==> config.mk <==
export PLATFORM = sky130hd
export DESIGN_NAME = mc_main_ctrl
export DESIGN_NICKNAME = d
export VERILOG_FILES = /design/src/rtl/mc_main_ctrl.sv
export SDC_FILE = /design/constraint.sdc
export NUM_CORES = 1
export LEC_CHECK = 0
export CAP_MARGIN = 30
export CORE_UTILIZATION = 36
export CTS_BUF_LIST = sky130_fd_sc_hd__clkbuf_4 sky130_fd_sc_hd__clkbuf_8
export DETAILED_ROUTE_END_ITERATION = 10
export GPL_TIMING_DRIVEN = 1
export HOLD_SLACK_MARGIN = 0.1
export PLACE_DENSITY_LB_ADDON = 0.12
export SETUP_SLACK_MARGIN = 0.02
export SKIP_LAST_GASP = 1
export SYNTH_ARGS = -nofsm -noshare
export SYNTH_HDL_FRONTEND = slang
export SYNTH_SLANG_ARGS = --single-unit
export TNS_END_PERCENT = 10
==> constraint.sdc <==
create_clock -name clk -period 3.5 [get_ports clk]
set_input_delay 0.35 -clock clk [delete_from_list [all_inputs] [get_ports clk]]
set_output_delay 0.35 -clock clk [all_outputs]
set_load 0.02 [all_outputs]
==> src/rtl/mc_main_ctrl.sv <==
// Multi-cycle MIPS main control FSM: sequences fetch/decode/execute/memory/write-back
// and decodes the datapath enables and ALUOp from the current state.
module mc_main_ctrl (
    input  logic       clk,
    input  logic       rst_n,
    input  logic [5:0] Op,
    input  logic       MemReady,
    output logic       PCWrite,
    output logic       PCWriteCond,
    output logic       IorD,
    output logic       MemRead,
    output logic       MemWrite,
    output logic       IRWrite,
    output logic       MemtoReg,
    output logic       RegDst,
    output logic       RegWrite,
    output logic       ALUSrcA,
    output logic [1:0] ALUSrcB,
    output logic [1:0] PCSource,
    output logic [1:0] ALUOp,
    output logic       BadOp,
    output logic       InstrDone
);

    localparam logic [5:0] OP_R   = 6'h00;
    localparam logic [5:0] OP_LW  = 6'h23;
    localparam logic [5:0] OP_SW  = 6'h2b;
    localparam logic [5:0] OP_BEQ = 6'h04;
    localparam logic [5:0] OP_J   = 6'h02;

    localparam logic [1:0] lwOP    = 2'b00;
    localparam logic [1:0] swOP    = 2'b01;
    localparam logic [1:0] RtypeOP = 2'b10;
    localparam logic [1:0] beqOP   = 2'b11;

    typedef enum logic [3:0] {
        FETCH  = 4'd0,
        DECODE = 4'd1,
        MEMADR = 4'd2,
        MEMRD  = 4'd3,
        MEMWB  = 4'd4,
        MEMWR  = 4'd5,
        EXEC   = 4'd6,
        RTWB   = 4'd7,
        BRANCH = 4'd8,
        JUMP   = 4'd9
    } state_t;

    state_t state_r;
    logic   badop_r;

    logic       pcwrite_s, pcwritecond_s, iord_s, memread_s, memwrite_s, irwrite_s;
    logic       memtoreg_s, regdst_s, regwrite_s, alusrca_s, instrdone_s;
    logic [1:0] alusrcb_s, pcsource_s, aluop_s;

    function automatic logic op_legal(input logic [5:0] op);
        return (op == OP_R) || (op == OP_LW) || (op == OP_SW) ||
               (op == OP_BEQ) || (op == OP_J);
    endfunction

    // State sequencing and the sticky illegal-opcode flag.
    always_ff @(posedge clk or negedge rst_n) begin
        if (!rst_n) begin
            state_r <= FETCH;
            badop_r <= 1'b0;
        end else begin
            case (state_r)
                FETCH:   state_r <= MemReady ? DECODE : FETCH;
                DECODE: begin
                    case (Op)
                        OP_LW, OP_SW: state_r <= MEMADR;
                        OP_R:         state_r <= EXEC;
                        OP_BEQ:       state_r <= BRANCH;
                        OP_J:         state_r <= JUMP;
                        default:      state_r <= FETCH;
                    endcase
                    if (!op_legal(Op)) begin
                        badop_r <= 1'b1;
                    end
                end
                MEMADR:  state_r <= (Op == OP_LW) ? MEMRD : MEMWR;
                MEMRD:   state_r <= MemReady ? MEMWB : MEMRD;
                MEMWR:   state_r <= MemReady ? FETCH : MEMWR;
                EXEC:    state_r <= RTWB;
                MEMWB, RTWB, BRANCH, JUMP: state_r <= FETCH;
                default: state_r <= FETCH;
            endcase
        end
    end

    // Per-state control decode; unlisted outputs and unreachable encodings stay 0.
    always_comb begin
        pcwrite_s     = 1'b0;
        pcwritecond_s = 1'b0;
        iord_s        = 1'b0;
        memread_s     = 1'b0;
        memwrite_s    = 1'b0;
        irwrite_s     = 1'b0;
        memtoreg_s    = 1'b0;
        regdst_s      = 1'b0;
        regwrite_s    = 1'b0;
        alusrca_s     = 1'b0;
        alusrcb_s     = 2'b00;
        pcsource_s    = 2'b00;
        aluop_s       = lwOP;
        instrdone_s   = 1'b0;
        case (state_r)
            FETCH: begin
                memread_s = 1'b1;
                alusrcb_s = 2'b01;
                irwrite_s = MemReady;
                pcwrite_s = MemReady;
            end
            DECODE: begin
                alusrcb_s   = 2'b11;
                instrdone_s = !op_legal(Op);
            end
            MEMADR: begin
                alusrca_s = 1'b1;
                alusrcb_s = 2'b10;
                if (Op == OP_LW) begin
                    aluop_s = lwOP;
                end else begin
                    aluop_s = swOP;
                end
            end
            MEMRD: begin
                memread_s = 1'b1;
                iord_s    = 1'b1;
            end
            MEMWB: begin
                regwrite_s  = 1'b1;
                memtoreg_s  = 1'b1;
                instrdone_s = 1'b1;
            end
            MEMWR: begin
                memwrite_s  = 1'b1;
                iord_s      = 1'b1;
                instrdone_s = MemReady;
            end
            EXEC: begin
                alusrca_s = 1'b1;
                aluop_s   = RtypeOP;
            end
            RTWB: begin
                regwrite_s  = 1'b1;
                regdst_s    = 1'b1;
                instrdone_s = 1'b1;
            end
            BRANCH: begin
                alusrca_s     = 1'b1;
                aluop_s       = beqOP;
                pcwritecond_s = 1'b1;
                pcsource_s    = 2'b01;
                instrdone_s   = 1'b1;
            end
            JUMP: begin
                pcwrite_s   = 1'b1;
                pcsource_s  = 2'b10;
                instrdone_s = 1'b1;
            end
            default: begin
                aluop_s = lwOP;
            end
        endcase
    end

    // Reset gates the decode directly so a mid-instruction reset kills strobes at once.
    assign PCWrite     = rst_n & pcwrite_s;
    assign PCWriteCond = rst_n & pcwritecond_s;
    assign IorD        = rst_n & iord_s;
    assign MemRead     = rst_n & memread_s;
    assign MemWrite    = rst_n & memwrite_s;
    assign IRWrite     = rst_n & irwrite_s;
    assign MemtoReg    = rst_n & memtoreg_s;
    assign RegDst      = rst_n & regdst_s;
    assign RegWrite    = rst_n & regwrite_s;
    assign ALUSrcA     = rst_n & alusrca_s;
    assign ALUSrcB     = rst_n ? alusrcb_s  : 2'b00;
    assign PCSource    = rst_n ? pcsource_s : 2'b00;
    assign ALUOp       = rst_n ? aluop_s    : 2'b00;
    assign BadOp       = rst_n & badop_r;
    assign InstrDone   = rst_n & instrdone_s;

endmodule

Word level (Yosys, flattened, before mapping)
Index checks and enable logic that the tools add are counted.

word-level totals
  output and inout bits = 18
  bits of input ports = 9
  register bits = 5
  logic and storage cells = 66

cells by class
  bitwise logic cells = 13
  reduce and logical (&&, ||, !) cells = 14
  multiplexer cells = 24
  equal/unequal tests = 13

operators with widths
  operator              number
  $pmux W4 S6           1
  $eq A4 B3 Y1 const B  4
  $pmux W4 S4           1
  $and A1 B1 Y1         12
  $eq A6 B6 Y1 const B  2
  $pmux W2 S3           2
  $mux W1               11
  $mux W3               3
  $eq A4 B2 Y1 const B  2
  $eq A4 B4 Y1 const B  2
  $reduce_or A2 Y1      4
  $eq A6 B2 Y1 const B  1
  $eq A6 B3 Y1 const B  1
  $logic_not A6 Y1      1
  $mux W2               3
  $eq A4 B1 Y1 const B  1
  $logic_not A4 Y1      1
  $logic_or A1 B1 Y1    4
  $pmux W2 S2           1
  $reduce_or A4 Y1      1
  $pmux W1 S3           1
  $reduce_or A3 Y1      1
  $pmux W1 S2           1
  $reduce_and A2 Y1     1
  2 further kinds       2

Depth between registers and ports, before layout
Gate-level depths: netlist of the first run.

  depth in word-level cells = 8
  mapped depth = 5
  depth with buffers taken out = 4

Least setup slack after synthesis of the first run
OpenSTA, ideal clock, no wires.

  kind = register to output
  from = register state_r[3]
  to = output IRWrite
  setup slack = 1.553 ns
  buffers on the path = 1
  arrival time = 1.597 ns
  required time = 3.150 ns
  stages on the path, launching flop included = 5
  cells stage by stage = dfrtp_1 > clkbuf_1 > nor2_1 > nand2_1 > nor4b_1

on the way
  word-level cells in the longest chain between the ends = 3

RTL lines
  element                   line  RTL
  start: declaration        49    state_t state_r;
  start signal: assignment  68    FETCH: state_r <= MemReady ? DECODE : FETCH;
  start signal: assignment  81    MEMADR: state_r <= (Op == OP_LW) ? MEMRD : MEMWR;
  start signal: assignment  82    MEMRD: state_r <= MemReady ? MEMWB : MEMRD;
  $logic_not A4 Y1          107   case (state_r)
  $mux W1                   107
  $and A1 B1 Y1             174   assign IRWrite = rst_n & irwrite_s;
  end: declaration          13    output logic IRWrite,

No other way between the ends.

Worst setup path in the final report of the first run
  from = input Op[1]
  to = output InstrDone

on the way
  word-level cells in the longest chain between the ends = 8
  elaborated cells between the ends (all ways) = 12
  classes of those cells = 4 x eq/ne; 1 x mux; 1 x bitwise; 6 x reduce/logical

RTL lines
  element                                           line  RTL
  start: declaration                                6     input logic [5:0] Op,
  $eq A6 B6 Y1 or $logic_not A6 Y1 (tied branches)  57    return (op == OP_R) || (op == OP_LW) || (op == OP_SW) ||
  $logic_or A1 B1 Y1 (3 in a row)                   57
  $logic_or A1 B1 Y1 (*)                            58    (op == OP_BEQ) || (op == OP_J);
  $logic_not A1 Y1 (*)                              116   instrdone_s = !op_legal(Op);
  $pmux W1 S3 (*)                                   107
  $and A1 B1 Y1 (*)                                 183   assign InstrDone = rst_n & instrdone_s;
  end: declaration                                  22    output logic InstrDone

Every way passes the cells marked *; elsewhere a longest branch is shown, timed or not.

==> impl_metrics.csv, run 1 <==
group,metric,value,unit
worst_hold_path,timing.hold.worst.class,"flip-flop to flip-flop",
die,ios,27,
power_and_ir_drop,power.density_cell_area,267,nW/um^2
cts,clk_sinks,5,
worst_setup_path,crit_required,3150,ps
worst_setup_path,timing.rr.start,"state_r[0]$_DFF_PN0_",
worst_setup_path,slack_of_the_worst_reg_to_reg_path,1840,ps
detailed_routing,drt_iter0_markers,9,
timing,worstMarginPinSlew,524,ps
worst_hold_path,worst_hold_path_cells,1,
job,cap_violations,0,
grt,grt_max_degree,19,
detailed_routing,drt-pass1-iter-count,4,
yosys,synth_nets,96,
die,width_of_the_chip,41.9,um
detailed_routing,route.detailed.wl_per_inst,12.2,um
timing,slew_headroom,65.1,%
cts,tritoncts,"done",
grt,gr-usage-all-layers,18.8,%
cts,clock-root-buffer,"clkbuf_4",
cts,resized_gates_after_cts,0,
worst_setup_path,critical_path_peak_fanout,5,
worst_setup_path,critPathLaunchType,"input port",
die,dieArea,1760,um^2
final_layout,nets,121,
cts,cts_buffer_depth,2,
timing,setup_repair_after_global_routing_missed_its_margin,"false",
die,coreArea,1490,um^2
timing,finalMaxSlewViolations,0,
timing,final_period_minus_worst_setup_slack,2780,ps
die,die-height,41.9,um
yosys,post_synth.cell_area_avg,6.59,um^2
yosys,ys.warnings.count,0,
worst_setup_path,kind_of_critical_path,"input port to output port",
cts,clk-insertion-delay-late,260,ps
detailed_routing,routed_wl,1.55,mm
power_and_ir_drop,static_leakage,0.315,nW
final_layout,fillerInstances,148,
final_layout,layout_commonest_cell,"clkdlybuf4s50_1",
placed_design,place_hpwl,1.12,mm
cts,cts_buffers,3,
worst_hold_path,min_from,"badop_r$_DFFE_PN0P_",
timing,finalSetupViolations,0,
die,placement_rows,14,
cts,h-tree-depth,1,
grt,initial_antenna_violation_count,0,
cts,post_cts_buffers,0,
grt,wire_length_of_the_first_global_routing_pass,2.50,mm
final_layout,n_antenna_cell,0,
yosys,yosysSeqAreaShare,21.8,%
detailed_routing,route.antenna.remaining_nets,0,
timing,final_min_period_over_clock_period,79.3,%
worst_setup_path,crit_path_start,"Op[1]",
final_layout,layout_common_cells,"clkdlybuf4s50_1 (26), nor2_1 (18), a21oi_1 (8)",
worst_setup_path,end_kind,"output port",
detailed_routing,detailed_route_drc_error_count,0,
worst_setup_path,crit-reg2reg-capture,"state_r[2]$_DFF_PN0_",
power_and_ir_drop,worst_ir_drop_vdd,0.000179,V
timing,fin_worst_skew,6.19,ps
detailed_routing,number_of_vias_in_the_routed_layout,678,
yosys,synth_area,573,um^2
final_layout,syn_to_final_growth,49.6,%
worst_hold_path,whs_endpoint,"badop_r$_DFFE_PN0P_",
final_layout,layout.core_utilization,57.6,%
worst_setup_path,r2r_cells,4,
final_layout,post_route_cells_drive_above_1_share,5.41,%
cts,cts_hold_buffers,0,
placed_design,port_buffers,26,
yosys,cells_after_synthesis,87,
yosys,synth-seq-cells,5,
grt,grt_remaining_overflow,0,
timing,setup_total_negative_slack,0,ps
detailed_routing,routed_vias_inst,5.34,
placed_design,gpl.final_weighted_congestion,0.848,
yosys,synth.distinct_cells,31,
cts,clkTransAtPathRegs,50,ps
die,start_util,38.5,%
worst_setup_path,cp.arrival,2430,ps
timing,fmaxAchievable,0.360,GHz
timing,hold_viol_final,0,
run_status,run_status,"finished, final reports clean",
grt,first_global_vias,569,
## flip-flops by register name, summed over array words and instances (netlist names)
signal and flops:
state_r 4, badop_r 1
## power by group
group	switching [mW]	internal, mW	leakage (nW)
clock	0.0296	0.0512	0.0184
combinational	0.0390	0.0388	0.234
sequential	0.0104	0.0602	0.0629
## per-stage QoR
| stage | cells | cell area (um^2) | total power [mW] | hold WS [ps] | setup WS [ps] |
|---|---|---|---|---|---|
| global route | 127 | 857 | 0.245 | 509 | 610 |
| detailed placement | 123 | 827 | 0.149 | 484 | 738 |
| floorplan | 87 | 573 | 0.115 | 54.4 | 1550 |
| CTS | 127 | 857 | 0.233 | 500 | 727 |
| global placement | 123 | 827 | 0.149 | 488 | 764 |
| finish | 127 | 857 | 0.229 | 489 | 724 |
## cells in the mapped netlist
cell type  count  area share [%]
clkbuf_1       3             2.0
a2bb2oi_1      1             1.5
nand4_1        1             1.1
and2_1         2             2.2
dfrtp_1        5              22
nand3b_1       1             1.3
nor3b_1        1             1.3
inv_1          2             1.3
a211o_1        1             1.5
o221ai_1       1             1.5
nand2_1        7             4.6
or4_1          2             2.6
nor2b_1        3             3.3
nor3_1         7             6.1
nand2b_1       4             4.4
o21a_1         1             1.3
xor2_1         1             1.5
o41ai_1        1             1.5
nand3_1        2             1.7
or4b_1         1             1.7
nor2_1        18              12
mux2i_1        1             1.7
a32oi_1        1             1.5
a21oi_1        8             7.0
buf_4          1             1.3
buf_2          3             2.6
a21o_1         1             1.3
and4_2         1             1.7
nor4b_1        1             1.5
xnor2_1        1             1.5
o21ai_0        4             3.5
## layer usage
layer | GRT usage, % | vias up | share of wire (%)
li1 | - | 351 | -
met1 | 25.2 | 296 | 49
met2 | 25.6 | 25 | 40
met3 | 7.39 | 6 | 6.9
met4 | 9.68 | 0 | 3.8
met5 | 0 | - | 0
## worst max-delay path by stage
| stage | to | slack [ps] | cells past startpoint |
|---|---|---|---|
| after floorplan | IRWrite | 1550 | 4 |
| after global placement | InstrDone | 760 | 6 |
| after detailed placement | InstrDone | 740 | 6 |
| after CTS | InstrDone | 730 | 6 |
| after global routing | InstrDone | 610 | 6 |
| final | InstrDone | 720 | 6 |
## worst max-delay path, stage by stage
cell and delay (ps):
clkdlybuf4s50_1 490, or4_1 540, a211o_1 320, nand4_1 110, a21oi_1 70, clkdlybuf4s50_1 540
## logic make-up after synthesis
| logic type | Yosys count | synth area share [%] |
|---|---|---|
| and+or+nand+nor | 51 | 45.4 |
| xor gates and xnor gates | 2 | 3.06 |
| DFF | 5 | 21.8 |
| buffers and inverters | 9 | 7.21 |
| AOI/OAI and AO/OA | 19 | 20.7 |
| muxes | 1 | 1.75 |
## cell type report
cell class	count	area [um^2]	share of cell area [%]
repair buffers	27	268	31.2
flip-flops and latches	5	125	14.6
multi-input cells	73	407	47.4
inverters	2	7.51	0.876
well taps	16	20.0	2.34
clock buffers	4	30.0	3.50
Power figures use the tool's default switching activity.
==> run 2: changes to the inputs <==
- clock period: 3.5 -> 2.6 ns (I/O delays scaled with it)
==> impl_metrics.csv, run 2 (same netlist as run 1, synthesis figures left out) <==
group,metric,value,unit
worst_setup_path,crit_required,2340,ps
timing,hold_viol_final,0,
worst_setup_path,critPathMostFrequentCell,"clkdlybuf4s50_1",
die,placement_rows,14,
timing,fin_hold_ws,476,ps
placed_design,port_buffers,26,
final_layout,largest_reg_flops,4,
cts,h-tree-depth,1,
power_and_ir_drop,power.density_cell_area,353,nW/um^2
final_layout,post_route_cells_drive_above_1_share,7.08,%
timing,timing.final.ws_setup,128,ps
detailed_routing,drt-pass1-iter-count,4,
timing,final_min_period_over_clock_period,95.1,%
cts,clk-insertion-delay-late,250,ps
cts,clk_sinks,5,
worst_hold_path,timing.hold.worst.class,"input port to async pin",
detailed_routing,drt_iter0_markers,30,
worst_setup_path,worst_path_largest_cell_delay,560,ps
final_layout,biggestRegsByFlops,"state_r x4, badop_r x1",
cts,cts_buffer_depth,2,
grt,first_global_vias,615,
worst_setup_path,crit_chain,"clkdlybuf4s50_1, buf_4, nand3_1, or4_1, a21oi_1, nor3_1, clkdlybuf4s50_1",
worst_setup_path,kind_of_critical_path,"input port to output port",
final_layout,layout_commonest_cell,"clkdlybuf4s50_1",
worst_setup_path,critical-path-slowest-cell,"clkdlybuf4s50_1",
worst_setup_path,critPathLaunchType,"input port",
placed_design,place_hpwl,1.19,mm
grt,grt_remaining_overflow,0,
cts,tritoncts,"done",
timing,slew_headroom,64.8,%
timing,finalMaxSlewViolations,0,
timing,fmaxAchievable,0.405,GHz
timing,setup_repair_after_global_routing_missed_its_margin,"false",
die,start_util,38.5,%
grt,grt_max_degree,19,
job,cap_violations,0,
detailed_routing,route.antenna.remaining_nets,0,
timing,final_period_minus_worst_setup_slack,2470,ps
cts,clock-root-buffer,"clkbuf_4",
final_layout,nets,123,
power_and_ir_drop,worst_ir_drop_vdd,0.000209,V
power_and_ir_drop,static_leakage,0.343,nW
detailed_routing,detailed_route_drc_error_count,0,
die,ios,27,
die,width_of_the_chip,41.9,um
timing,worstMarginPinSlew,528,ps
final_layout,syn_to_final_growth,52.6,%
placed_design,gpl.final_weighted_congestion,0.841,
run_status,run_status,"finished, final reports clean",
cts,cts_buffers,3,
final_layout,fillerInstances,152,
worst_setup_path,critical_path_peak_fanout,4,
final_layout,largest-register,"state_r",
die,die-height,41.9,um
worst_setup_path,end_kind,"output port",
grt,wire_length_of_the_first_global_routing_pass,2.62,mm
detailed_routing,number_of_vias_in_the_routed_layout,716,
detailed_routing,routed_vias_inst,5.55,
timing,finalSetupViolations,0,
final_layout,layout_common_cells,"clkdlybuf4s50_1 (25), nor2_1 (18), a21oi_1 (8)",
timing,fin_worst_skew,3.10,ps
die,dieArea,1760,um^2
final_layout,n_antenna_cell,0,
die,coreArea,1490,um^2
cts,clkTransAtPathRegs,50,ps
placed_design,pre_cts_ws,106,ps
detailed_routing,routed_wl,1.66,mm
grt,gr-usage-all-layers,19.4,%
timing,setup_total_negative_slack,0,ps
power_and_ir_drop,totalPowerFinal,0.309,mW
grt,initial_antenna_violation_count,0,
detailed_routing,route.detailed.wl_per_inst,12.8,um
worst_setup_path,cp.arrival,2210,ps
## run 2: changes by cell type in the layout (fill, tap and decap cells not counted), sizes merged
cell,previous run,this run
clkdlybuf4s50,26,25
dlymetal6s2s,0,1
buf,1,3
## run 2: final timing paths
kind / from / depth (start not counted) / endpoint / slack, ps
max in group asynchronous: rst_n / 2 / state_r[2]$_DFF_PN0_ / 1990
hold / removal: rst_n / 2 / badop_r$_DFFE_PN0P_ / 480
setup / recovery: Op[1] / 7 / ALUOp[0] / 130
setup reg to reg: state_r[0]$_DFF_PN0_ / 4 / state_r[2]$_DFF_PN0_ / 930
min in group clk: badop_r$_DFFE_PN0P_ / 1 / badop_r$_DFFE_PN0P_ / 480
hold reg to reg: badop_r$_DFFE_PN0P_ / 1 / badop_r$_DFFE_PN0P_ / 480
## run 2: report_power, final
part | switching, mW | internal, mW
Sequential | 0.0137 | 0.0810
Clock | 0.0377 | 0.0688
Combinational | 0.0543 | 0.0535
## run 2: area by class of cell
type | count | area, um^2 | share of cell area, %
multi-input combinational | 73 | 407 | 46.5
timing repair buffer | 29 | 285 | 32.6
sequential | 5 | 125 | 14.3
clock buffer | 4 | 30.0 | 3.43
tap | 16 | 20.0 | 2.29
inverter | 2 | 7.51 | 0.858
## run 2: layer usage
metal	routed length, um	part of all wire (%)	global-route usage [%]	vias to the layer above
met3	72	4.3	3.91	0
met2	779	47	31.3	22
met1	805	49	24.5	335
met5	0	0	0	-
met4	0	0	9.68	0
li1	-	-	-	359
## run 2: what timing repair did
item	in CTS	in global routing
hold buffers	0	0
buffers inserted	0	0
endpoints found under the setup margin	0	1
resized for setup	0	1
## run 2: stage by stage
stage               cell area (um^2)  cells  utilization [%]
finish                           875    129             58.7
floorplan                        573     87                -
global placement                 842    125             56.6
CTS                              872    129             58.6
detailed placement               842    125             56.6
global route                     875    129             58.7
## run 2: worst max-delay path: cells and delay by family
kind                   cells  cell delay [ps]
and+or+nand+nor            3              630
buffers and inverters      3             1150
AOI/OAI and AO/OA          1              160
